### src/rtl/y_mul_div.sv
// Iterative multiply/divide unit for MIPS mult/multu/div/divu: shift-add multiply
// and restoring divide on operand magnitudes, with sign correction in a final FIX step.
module y_mul_div #(
  parameter int WIDTH = 32
) (
  input  logic             clk,
  input  logic             rst_n,
  input  logic             start,
  input  logic [1:0]       op,
  input  logic [WIDTH-1:0] a,
  input  logic [WIDTH-1:0] b,
  input  logic             cancel,
  output logic             busy,
  output logic             done,
  output logic [WIDTH-1:0] hi,
  output logic [WIDTH-1:0] lo,
  output logic             dz
);

  localparam int CW = $clog2(WIDTH + 1);

  typedef enum logic [1:0] {IDLE, RUN, FIX} state_e;

  state_e           state_q, state_d;
  logic [CW-1:0]    cnt_q, cnt_d;
  logic [WIDTH-1:0] acc_q, acc_d;   // product high half / partial remainder
  logic [WIDTH-1:0] qr_q, qr_d;     // multiplier / dividend shifting into quotient
  logic [WIDTH-1:0] opd_q, opd_d;   // multiplicand / divisor magnitude
  logic             is_div_q, is_div_d;
  logic             sa_q, sa_d, sb_q, sb_d;
  logic [WIDTH-1:0] hi_q, hi_d, lo_q, lo_d;
  logic             dz_q, dz_d, done_q, done_d;

  logic [2*WIDTH-1:0] step;
  logic [2*WIDTH-1:0] prod;
  logic [WIDTH-1:0]   step_acc, step_qr, mag_a, mag_b, rem_fix;
  logic               sgn_a, sgn_b;

  function automatic logic [2*WIDTH-1:0] mul_step(input logic [WIDTH-1:0] acc,
                                                  input logic [WIDTH-1:0] qr,
                                                  input logic [WIDTH-1:0] mcand);
    logic [WIDTH:0] sum;
    sum = {1'b0, acc} + (qr[0] ? {1'b0, mcand} : {(WIDTH+1){1'b0}});
    return {sum[WIDTH:1], sum[0], qr[WIDTH-1:1]};
  endfunction

  // Remainder stays below the divisor, so bit WIDTH of the trial difference is its borrow.
  function automatic logic [2*WIDTH-1:0] div_step(input logic [WIDTH-1:0] rem,
                                                  input logic [WIDTH-1:0] qr,
                                                  input logic [WIDTH-1:0] dvs);
    logic [WIDTH:0] sh;
    logic [WIDTH:0] trial;
    sh    = {rem, qr[WIDTH-1]};
    trial = sh - {1'b0, dvs};
    if (!trial[WIDTH]) return {trial[WIDTH-1:0], qr[WIDTH-2:0], 1'b1};
    else               return {sh[WIDTH-1:0], qr[WIDTH-2:0], 1'b0};
  endfunction

  always_comb begin
    state_d  = state_q;
    cnt_d    = cnt_q;
    acc_d    = acc_q;
    qr_d     = qr_q;
    opd_d    = opd_q;
    is_div_d = is_div_q;
    sa_d     = sa_q;
    sb_d     = sb_q;
    hi_d     = hi_q;
    lo_d     = lo_q;
    dz_d     = dz_q;
    done_d   = 1'b0;

    sgn_a = op[0] & a[WIDTH-1];
    sgn_b = op[0] & b[WIDTH-1];
    mag_a = sgn_a ? -a : a;
    mag_b = sgn_b ? -b : b;

    step     = is_div_q ? div_step(acc_q, qr_q, opd_q) : mul_step(acc_q, qr_q, opd_q);
    step_acc = step[2*WIDTH-1:WIDTH];
    step_qr  = step[WIDTH-1:0];
    prod     = (sa_q ^ sb_q) ? -step : step;
    // With a zero divisor every trial succeeds, leaving |a| here, so this restores a.
    rem_fix  = sa_q ? -step_acc : step_acc;

    unique case (state_q)
      IDLE: begin
        if (start && !cancel) begin
          is_div_d = op[1];
          sa_d     = sgn_a;
          sb_d     = sgn_b;
          acc_d    = '0;
          qr_d     = op[1] ? mag_a : mag_b;
          opd_d    = op[1] ? mag_b : mag_a;
          cnt_d    = CW'(WIDTH);
          state_d  = RUN;
        end
      end
      RUN: begin
        if (cancel) begin
          state_d = IDLE;
        end else begin
          acc_d = step_acc;
          qr_d  = step_qr;
          cnt_d = cnt_q - CW'(1);
          if (cnt_q == CW'(2)) state_d = FIX;
        end
      end
      FIX: begin
        state_d = IDLE;
        cnt_d   = '0;
        if (!cancel) begin
          done_d = 1'b1;
          if (!is_div_q) begin
            hi_d = prod[2*WIDTH-1:WIDTH];
            lo_d = prod[WIDTH-1:0];
            dz_d = 1'b0;
          end else if (opd_q == '0) begin
            hi_d = rem_fix;
            lo_d = '1;
            dz_d = 1'b1;
          end else begin
            hi_d = rem_fix;
            lo_d = (sa_q ^ sb_q) ? -step_qr : step_qr;
            dz_d = 1'b0;
          end
        end
      end
      default: state_d = IDLE;
    endcase
  end

  always_ff @(posedge clk or negedge rst_n) begin
    if (!rst_n) begin
      state_q  <= IDLE;
      cnt_q    <= '0;
      acc_q    <= '0;
      qr_q     <= '0;
      opd_q    <= '0;
      is_div_q <= 1'b0;
      sa_q     <= 1'b0;
      sb_q     <= 1'b0;
      hi_q     <= '0;
      lo_q     <= '0;
      dz_q     <= 1'b0;
      done_q   <= 1'b0;
    end else begin
      state_q  <= state_d;
      cnt_q    <= cnt_d;
      acc_q    <= acc_d;
      qr_q     <= qr_d;
      opd_q    <= opd_d;
      is_div_q <= is_div_d;
      sa_q     <= sa_d;
      sb_q     <= sb_d;
      hi_q     <= hi_d;
      lo_q     <= lo_d;
      dz_q     <= dz_d;
      done_q   <= done_d;
    end
  end

  assign busy = (state_q != IDLE);
  assign done = done_q;
  assign hi   = hi_q;
  assign lo   = lo_q;
  assign dz   = dz_q;

endmodule

### config.mk
export PLATFORM = sky130hd
export DESIGN_NAME = y_mul_div
export DESIGN_NICKNAME = d
export VERILOG_FILES = /design/src/rtl/y_mul_div.sv
export SDC_FILE = /design/constraint.sdc
export NUM_CORES = 1
export LEC_CHECK = 0
export BUFFER_PORTS_ARGS = -buffer_cell sky130_fd_sc_hd__buf_4
export CORE_MARGIN = 1.5
export CORE_UTILIZATION = 55
export CTS_CLUSTER_SIZE = 25
export DETAILED_ROUTE_END_ITERATION = 8
export PLACE_DENSITY_LB_ADDON = 0.05
export SYNTH_ARGS = -nofsm -noshare
export SYNTH_HDL_FRONTEND = slang
export SYNTH_SLANG_ARGS = --single-unit
export TNS_END_PERCENT = 1
### constraint.sdc
create_clock -name clk -period 5.43 [get_ports clk]
set_input_delay 0.8145 -clock clk [delete_from_list [all_inputs] [get_ports clk]]
set_output_delay 0.8145 -clock clk [all_outputs]
set_load 0.05 [all_outputs]
# [Word-level counts from Yosys, hierarchy flattened]
# Cells that the tools add are included.
[totals] elab_cells=72 ff_bits=173 output_inout_bits=67 inputBits=70
[op_classes] reduce_logical=12 addsub=8 n_bitwise=4 n_mux=30 eq_ne=6
[ops] op="$mux W32" n=14
[ops] op="$mux W64" n=3
[ops] op="$neg A32 Y32" n=4
[ops] op="$pmux W32 S2" n=2
[ops] op="$neg A64 Y64" n=1
[ops] op="$add A32 B32 Y33" n=1
[ops] op="$sub A33 B32 Y33" n=1
[ops] op="$logic_not A32 Y1" n=1
[ops] op="$pmux W6 S3" n=1
[ops] op="$mux W6" n=2
[ops] op="$eq A6 B2 Y1 const B" n=1
[ops] op="$mux W2" n=3
[ops] op="$reduce_and A2 Y1" n=3
[ops] op="$reduce_and A3 Y1" n=2
[ops] op="$sub A6 B1 Y6 const B" n=1
[ops] op="$mux W1" n=4
[ops] op="$ne A2 B2 Y1 const B" n=2
[ops] op="$pmux W2 S2" n=1
[ops] op="$reduce_bool A2 Y1" n=2
[ops] op="$ne A3 B3 Y1 const B" n=1
[ops] op="$reduce_bool A3 Y1" n=1
[ops] op="$and A1 B1 Y1" n=2
[ops] op="$eq A2 B1 Y1 const B" n=1
[ops] op="$eq A2 B2 Y1 const B" n=1
[ops] op="5 further kinds" n=5

# [Logic depth before layout (Yosys ltp)]
# Gate-level depths: netlist (run 1).
[depth] ltp_word=7 depth_mapped=25 depth_no_buf=24

# [Worst setup path before layout (run 1)]
# Ideal clock, no wire load.
[synth_path] path_type="register -> register" from="register is_div_q" to="register hi_q[22] (netlist: hi[22])" path_stages_with_launch=21 setup_slack_ns=0.481 path_buffers=7 synth_period_minus_slack_ns=4.949 t_arrival_ns=4.819 setup_ns=0.129 required_time_ns=5.301 cell_sequence="dfrtp_1 -> buf_1 -> buf_2 -> buf_2 -> buf_1 -> buf_2 -> buf_1 -> buf_1 -> o21ai_0 -> inv_1 -> ha_1 -> o211ai_1 -> nor4_1 -> nand2_1 -> nor2_1 -> nand2_1 -> a2111oi_0 -> nor2_1 -> a21oi_1 -> xnor2_1 -> o21ai_1"
[synth_between] elab_chain_len=4 elab_cells_between_ends=6 classes_between="add/sub: 2; mux: 4"
[synth_lines] element="start, declared" line="29" source="logic is_div_q, is_div_d;"
[synth_lines] element="start signal, assigned" line="152" source="is_div_q <= is_div_d;"
[synth_lines] element="$mux W64" line="78" source="step = is_div_q ? div_step(acc_q, qr_q, opd_q) : mul_step(acc_q, qr_q, opd_q);"
[synth_lines] element="$neg A64 Y64 / $neg A32 Y32 (equally long branches)" line="81, 83"
[synth_lines] element="$mux W64 / $mux W32 (equally long branches)" line="81, 83"
[synth_lines] element="$mux W32 (*)" line="113" source="if (!is_div_q) begin"
[synth_lines] element="end signal, assigned" line="155" source="hi_q <= hi_d;"
[synth_lines] element="end, declared" line="31" source="logic [WIDTH-1:0] hi_q, hi_d, lo_q, lo_d;"
# Every way passes the cells marked *; elsewhere a longest branch is shown, timed or not.
# A chain may end at the register's enable or synchronous reset.

# [Worst setup path after layout (run 1)]
[layout_path] from="register qr_q[31]" to="register hi_q[22] (netlist: hi[22])"
[layout_between] elab_chain_len=6 elab_cells_between_ends=8 classes_between="add/sub: 3; mux: 5"
[layout_lines] element="start, declared" line="27" source="logic [WIDTH-1:0] qr_q, qr_d;"
[layout_lines] element="start signal, assigned" line="150" source="qr_q <= qr_d;"
[layout_lines] element="$sub A33 B32 Y33" line="54" source="trial = sh - {1'b0, dvs};"
[layout_lines] element="$mux W64" line="55" source="if (!trial[WIDTH]) return {trial[WIDTH-1:0], qr[WIDTH-2:0], 1'b1};"
[layout_lines] element="$mux W64 (*)" line="78"
[layout_lines] element="$neg A64 Y64 / $neg A32 Y32 (equally long branches)" line="81, 83"
[layout_lines] element="$mux W64 / $mux W32 (equally long branches)" line="81, 83"
[layout_lines] element="$mux W32 (*)" line="113"
# Marks and branches as above.

==> results of run 1 <==
## worst register-to-register path, delay by kind of cell (launching register included)
kind	cells	cell delay (ns)
fa+ha+maj	3	0.78
buf+inv	5	0.58
compound gates	8	1.77
flops	1	0.41
simple gates	9	1.36
xor+xnor	1	0.14
## logic make-up after synthesis
group,share of synthesized area [%]
AOI/OAI and AO/OA,27.63
xor gates and xnor gates,9.102
adders and majority gates,6.158
buffers and inverters,4.371
DFF,27.60
muxes,3.390
and+or+nand+nor,21.75
## repair_timing
item | 4_1_cts | 5_1_grt
hold buffers | 0 | 0
hold endpoints to repair | 0 | 0
gates resized for setup | 0 | 6
setup endpoints to repair | 0 | 7
## flip-flops by register name, indices dropped and copies added (netlist names)
signal	count
acc_q	32
hi	32
opd_q	32
lo	32
qr_q	32
state_q	2
sa_q	1
is_div_q	1
dz	1
sb_q	1
cnt_q	6
done	1
## synthesized netlist by cell type (all sizes together) (41+ instances only)
library cell,n,area [um2]
mux2i,43,430.4
o21ai,234,1186
nand2,263,987.2
nand3,41,210.2
clkbuf,76,286.5
nor3,63,320.3
a21oi,179,910.9
nor2,168,633.1
inv,72,270.3
and2,46,287.8
dfrtp,173,4329
xor2,65,569.3
ha,74,925.9
xnor2,98,858.3
## routing by layer
metal	global-route usage (%)	vias up
li1	-	7628
met1	47.13	7677
met2	61.87	700
met3	5.379	179
met4	23.71	0
met5	0	-
## report_power, final
| group | switching (mW) | internal [mW] | total (mW) |
|---|---|---|---|
| logic | 6.08 | 3.42 | 9.50 |
| clock network | 0.598 | 0.705 | 1.30 |
| registers | 0.713 | 1.84 | 2.55 |
| total | 7.39 | 5.96 | 13.4 |
## layout make-up
| type | instances | area [um2] |
|---|---|---|
| fill | 2581 | 10120 |
| timing repair buffer | 189 | 1435 |
| inverter | 73 | 274.0 |
| sequential | 173 | 4333 |
| tap | 378 | 473.0 |
| clock buffer | 20 | 446.7 |
| clock inverter | 12 | 152.6 |
| multi-input combinational | 1699 | 10700 |
## through the flow
step	util [%]	setup WS (ns)
floorplan	-	0.4814
global placement	61.56	0.3739
detailed placement	61.56	0.3339
CTS	63.71	0.2504
global route	63.78	-0.1875
finish	63.78	0.2469
## worst max-delay path by stage
stage	slack, ns	startpoint	to	cells past startpoint
final	0.25	qr_q[31]	hi[22]	26
after global routing	-0.19	qr_q[31]	hi[22]	26
after CTS	0.25	qr_q[31]	hi[22]	26
after detailed placement	0.33	qr_q[31]	hi[22]	26
after global placement	0.37	qr_q[31]	hi[22]	26
after floorplan	0.48	is_div_q	hi[22]	20
==> impl_metrics.ini, run 1 <==
[drt]
drc = 0
num_vias = 16180
initialDrtViolationCount = 1540
wl_per_cell_um = 21.80
antenna_left = 0
drt-met1-wl_um = 22670
top_layer = met4
firstDrtPassIters = 6
wirelength_um = 55450
viasPerCell = 6.362
wl_met3_um = 3565
wl_met2_um = 25550

[clocking]
htree_levels = 4
path_clk_slew_ns = 0.08
cts_buffers = 17
ctsLongestPathBuffers = 2
postCtsSetupBuffers = 0
cts_tree = yes
clkLatencyLatePin_ns = 0.46
cts_num_sinks = 173
cts_root_buf = clkbuf_16

[placement]
postPlaceCellArea_um2 = 17200
portBuffers = 136
hpwl_um = 42430
dp_cells = 2512
globalplace.congestion = 1.086

[floorplanning]
ios = 137
coreArea_um2 = 27930
fp-row-count = 61
start_util_pct = 56.15
die-width_um = 171.9
die-height_um = 171.9
die-area_um2 = 29540

[setup_path]
crit-reg2reg-launch = qr_q[31]
end_kind = flop
reg2regPathDepth = 26
ff2ff_setup_slack_ns = 0.25
crit_required_ns = 5.74
critical-path-top-delay-family = compound AO/OA/AOI/OAI gates
worstSetupPathType = reg -> reg
crit_buf_inv = 5
worstPathArrival_ns = 5.49
r2r-end = hi[22]
crit_fanout = 6
slowest_stage = fa_1
start_kind = flop
slowest_delay_ns = 0.43

[yosys]
ys_types = 95
ys_ff_latch = 173
synthesis.area_um2 = 15690
avgSynthCellArea_um2 = 7.655
yosysWarnings = 0
netlist_instances = 2049
synth_edf_count = 0
ys.flop_type = dfrtp_1
synthArstFlopShare_pct = 100.0
syn_nets = 2195
ys_seq_area_share_pct = 27.60

[power_and_ir_drop]
total_power_mw = 13.35
p_per_area_nw_per_um2 = 749.5
peakVddDrop_mv = 0.5179
p_leak_nw = 7.820

[sta]
fmax_ghz = 0.1929
hold_viol = 0
post-route-min-period_ns = 5.183
finalSetupTns_ns = 0
relSlewSlack_pct = 15.41
finalCritPeriodShare_pct = 95.45
skew_ns = 0.01713
holdWs_ns = 0.3724
setup_violations = 0
worst_pin_slew_ns = 1.256
slew_violations = 0
rsz0062_at_grt = yes

[global_routing]
track_usage_pct = 37.83
grt_pass1_wl_um = 84790
overflow = 0
grt_max_degree = 121
grt_pass1_vias = 15240
antenna_found_initial = 1

[flow_run]
drv_cap = 0

[cells_and_area]
final_cell_mix = nand2_1, o21ai_0, buf_4
drive_above_1_share_pct = 12.65
final_cells = 2544
n_antenna_cell = 0
final_common_cell = nand2_1
design_area_um2 = 17820
area_delta_synth_final_pct = 13.58
fin_nets = 2299

[run_status]
status = finished clean

[worst_hold_path]
hold_class = in -> async
(Power assumes the default switching activity.)
==> inputs of run 2 (changes only) <==
clock period = 6.7 ns   (was 5.43 ns; I/O delays follow)
==> impl_metrics.ini, run 2 (synthesis results as in run 1) <==
[run_status]
status = finished clean

[setup_path]
slowest_delay_ns = 0.59
r2r-end = hi[22]
worstPathArrival_ns = 6.27
ff2ff_setup_slack_ns = 0.74
start_kind = flop
end_kind = flop
crit_fanout = 6
worstSetupPathType = reg -> reg
crit_buf_inv = 4
slowest_stage = nor4_1
crit-reg2reg-launch = qr_q[31]
crit_required_ns = 7.02
reg2regPathDepth = 25
critical-path-top-delay-family = simple AND/OR/NAND/NOR gates

[worst_hold_path]
hold_end = hi[1]
min-delay-start = hi[1]
holdPathStages = 2
hold_class = reg -> reg

[placement]
globalplace.congestion = 0.9902
pre_cts_ws_ns = 0.9361
hpwl_um = 41980
portBuffers = 136
dp_cells = 2483

[drt]
firstDrtPassIters = 6
drc = 0
wl_per_cell_um = 22.00
viasPerCell = 6.415
antenna_left = 0
initialDrtViolationCount = 1708
wirelength_um = 55300
num_vias = 16130

[cells_and_area]
final_cell_mix = nand2_1, o21ai_0, a21oi_1
nFillCells = 2601
fin_nets = 2270
final_cells = 2514
final_common_cell = nand2_1
seq_area_um2 = 4333
n_antenna_cell = 0
multiInputGateArea_um2 = 10680
area_delta_synth_final_pct = 11.65
drive_above_1_share_pct = 11.28

[clocking]
cts_root_buf = clkbuf_16
cts_tree = yes
htree_levels = 4
ctsLongestPathBuffers = 2
path_clk_slew_ns = 0.07
clkLatencyLatePin_ns = 0.46
cts_num_sinks = 173
holdBufCountCts = 0
postCtsSetupBuffers = 0
cts.repair.resized = 0
cts_buffers = 17

[global_routing]
grt_pass1_vias = 15190
grt_pass1_wl_um = 85690
grt_max_degree = 119
antenna_found_initial = 0
overflow = 0
track_usage_pct = 38.31

[sta]
relSlewSlack_pct = 17.65
holdWs_ns = 0.4787
skew_ns = 0.01757
setup_violations = 0
slew_violations = 0
worst_pin_slew_ns = 1.235
rsz0062_at_grt = no
fmax_ghz = 0.1679
post-route-min-period_ns = 5.955
finalSetupTns_ns = 0
hold_viol = 0
finalCritPeriodShare_pct = 88.89
setup_ws_ns = 0.7447

[floorplanning]
fp-row-count = 61
die-area_um2 = 29540
ios = 137
die-height_um = 171.9
start_util_pct = 56.15
coreArea_um2 = 27930
die-width_um = 171.9

[power_and_ir_drop]
combPwrFrac_pct = 71.1
power.switching_mw = 5.987
total_power_mw = 10.61
p_per_area_nw_per_um2 = 605.7
p_sw_share_pct = 56.44
p_leak_nw = 7.646
p_int_mw = 4.621
p_seq_share_pct = 19.7
peakVddDrop_mv = 0.3587
pwr-share-clk_pct = 9.1

[flow_run]
drv_cap = 0
==> run 2: cell types whose count changed in the layout (fill, tap and decap cells not counted), moves of 2 or more <==
cell	previous run	this run
buf_4	187	159
bufinv_16	2	0
clkinv_2	0	2
clkinv_4	3	1
inv_6	2	4
==> run 2: metrics by stage <==
stage	instance area, um2	utilization [%]
after floorplan	15690	-
after global placement	16970	60.74
after detailed placement	16970	60.74
after CTS	17510	62.69
after global routing	17510	62.69
final	17510	62.69
==> run 2: routing by layer <==
| metal | global-route usage, % | routed length, um | vias to the layer above |
|---|---|---|---|
| met2 | 60.64 | 24830 | 806 |
| met5 | 0 | 0 | - |
| met3 | 8.560 | 4602 | 199 |
| met1 | 47.95 | 22230 | 7539 |
| met4 | 22.72 | 3634 | 0 |
| li1 | - | - | 7583 |
==> run 2: final cells by class <==
type | count | area share [%]
Timing Repair Buffer | 160 | 6.881
Inverter | 73 | 1.565
Sequential cell | 173 | 24.74
Clock buffer | 19 | 2.529
Tap cell | 378 | 2.701
Clock inverter | 12 | 0.5859
Multi-Input combinational cell | 1699 | 61.00
==> run 2: power groups by stage <==
stage          registers, mW  clock network [mW]  logic (mW)
2_1_floorplan           2.40                   0        4.76
3_3_place_gp            2.07                   0        7.25
3_5_place_dp            2.09                   0        7.30
4_1_cts                 2.07               0.975        7.35
5_1_grt                 2.15                1.02        8.13
6_report                2.09               0.967        7.55
==> run 2: tightest hold or removal path: cells and delay by family, from the launching register on <==
kind | cells | cell delay (ns)
simple gates | 1 | 0.04
compound gates | 1 | 0.05
flops | 1 | 0.34
==> run 2: how the worst max path moves through the flow <==
stage / startpoint / to / slack [ns] / cells after the start
6_report: qr_q[31] / hi[22] / 0.74 / 25
5_1_grt: opd_q[19] / hi[22] / 0.26 / 23
4_1_cts: qr_q[31] / hi[30] / 0.91 / 24
3_5_place_dp: qr_q[31] / hi[22] / 0.94 / 25
3_3_place_gp: qr_q[31] / hi[22] / 1.18 / 25
2_1_floorplan: is_div_q / hi[22] / 1.75 / 20
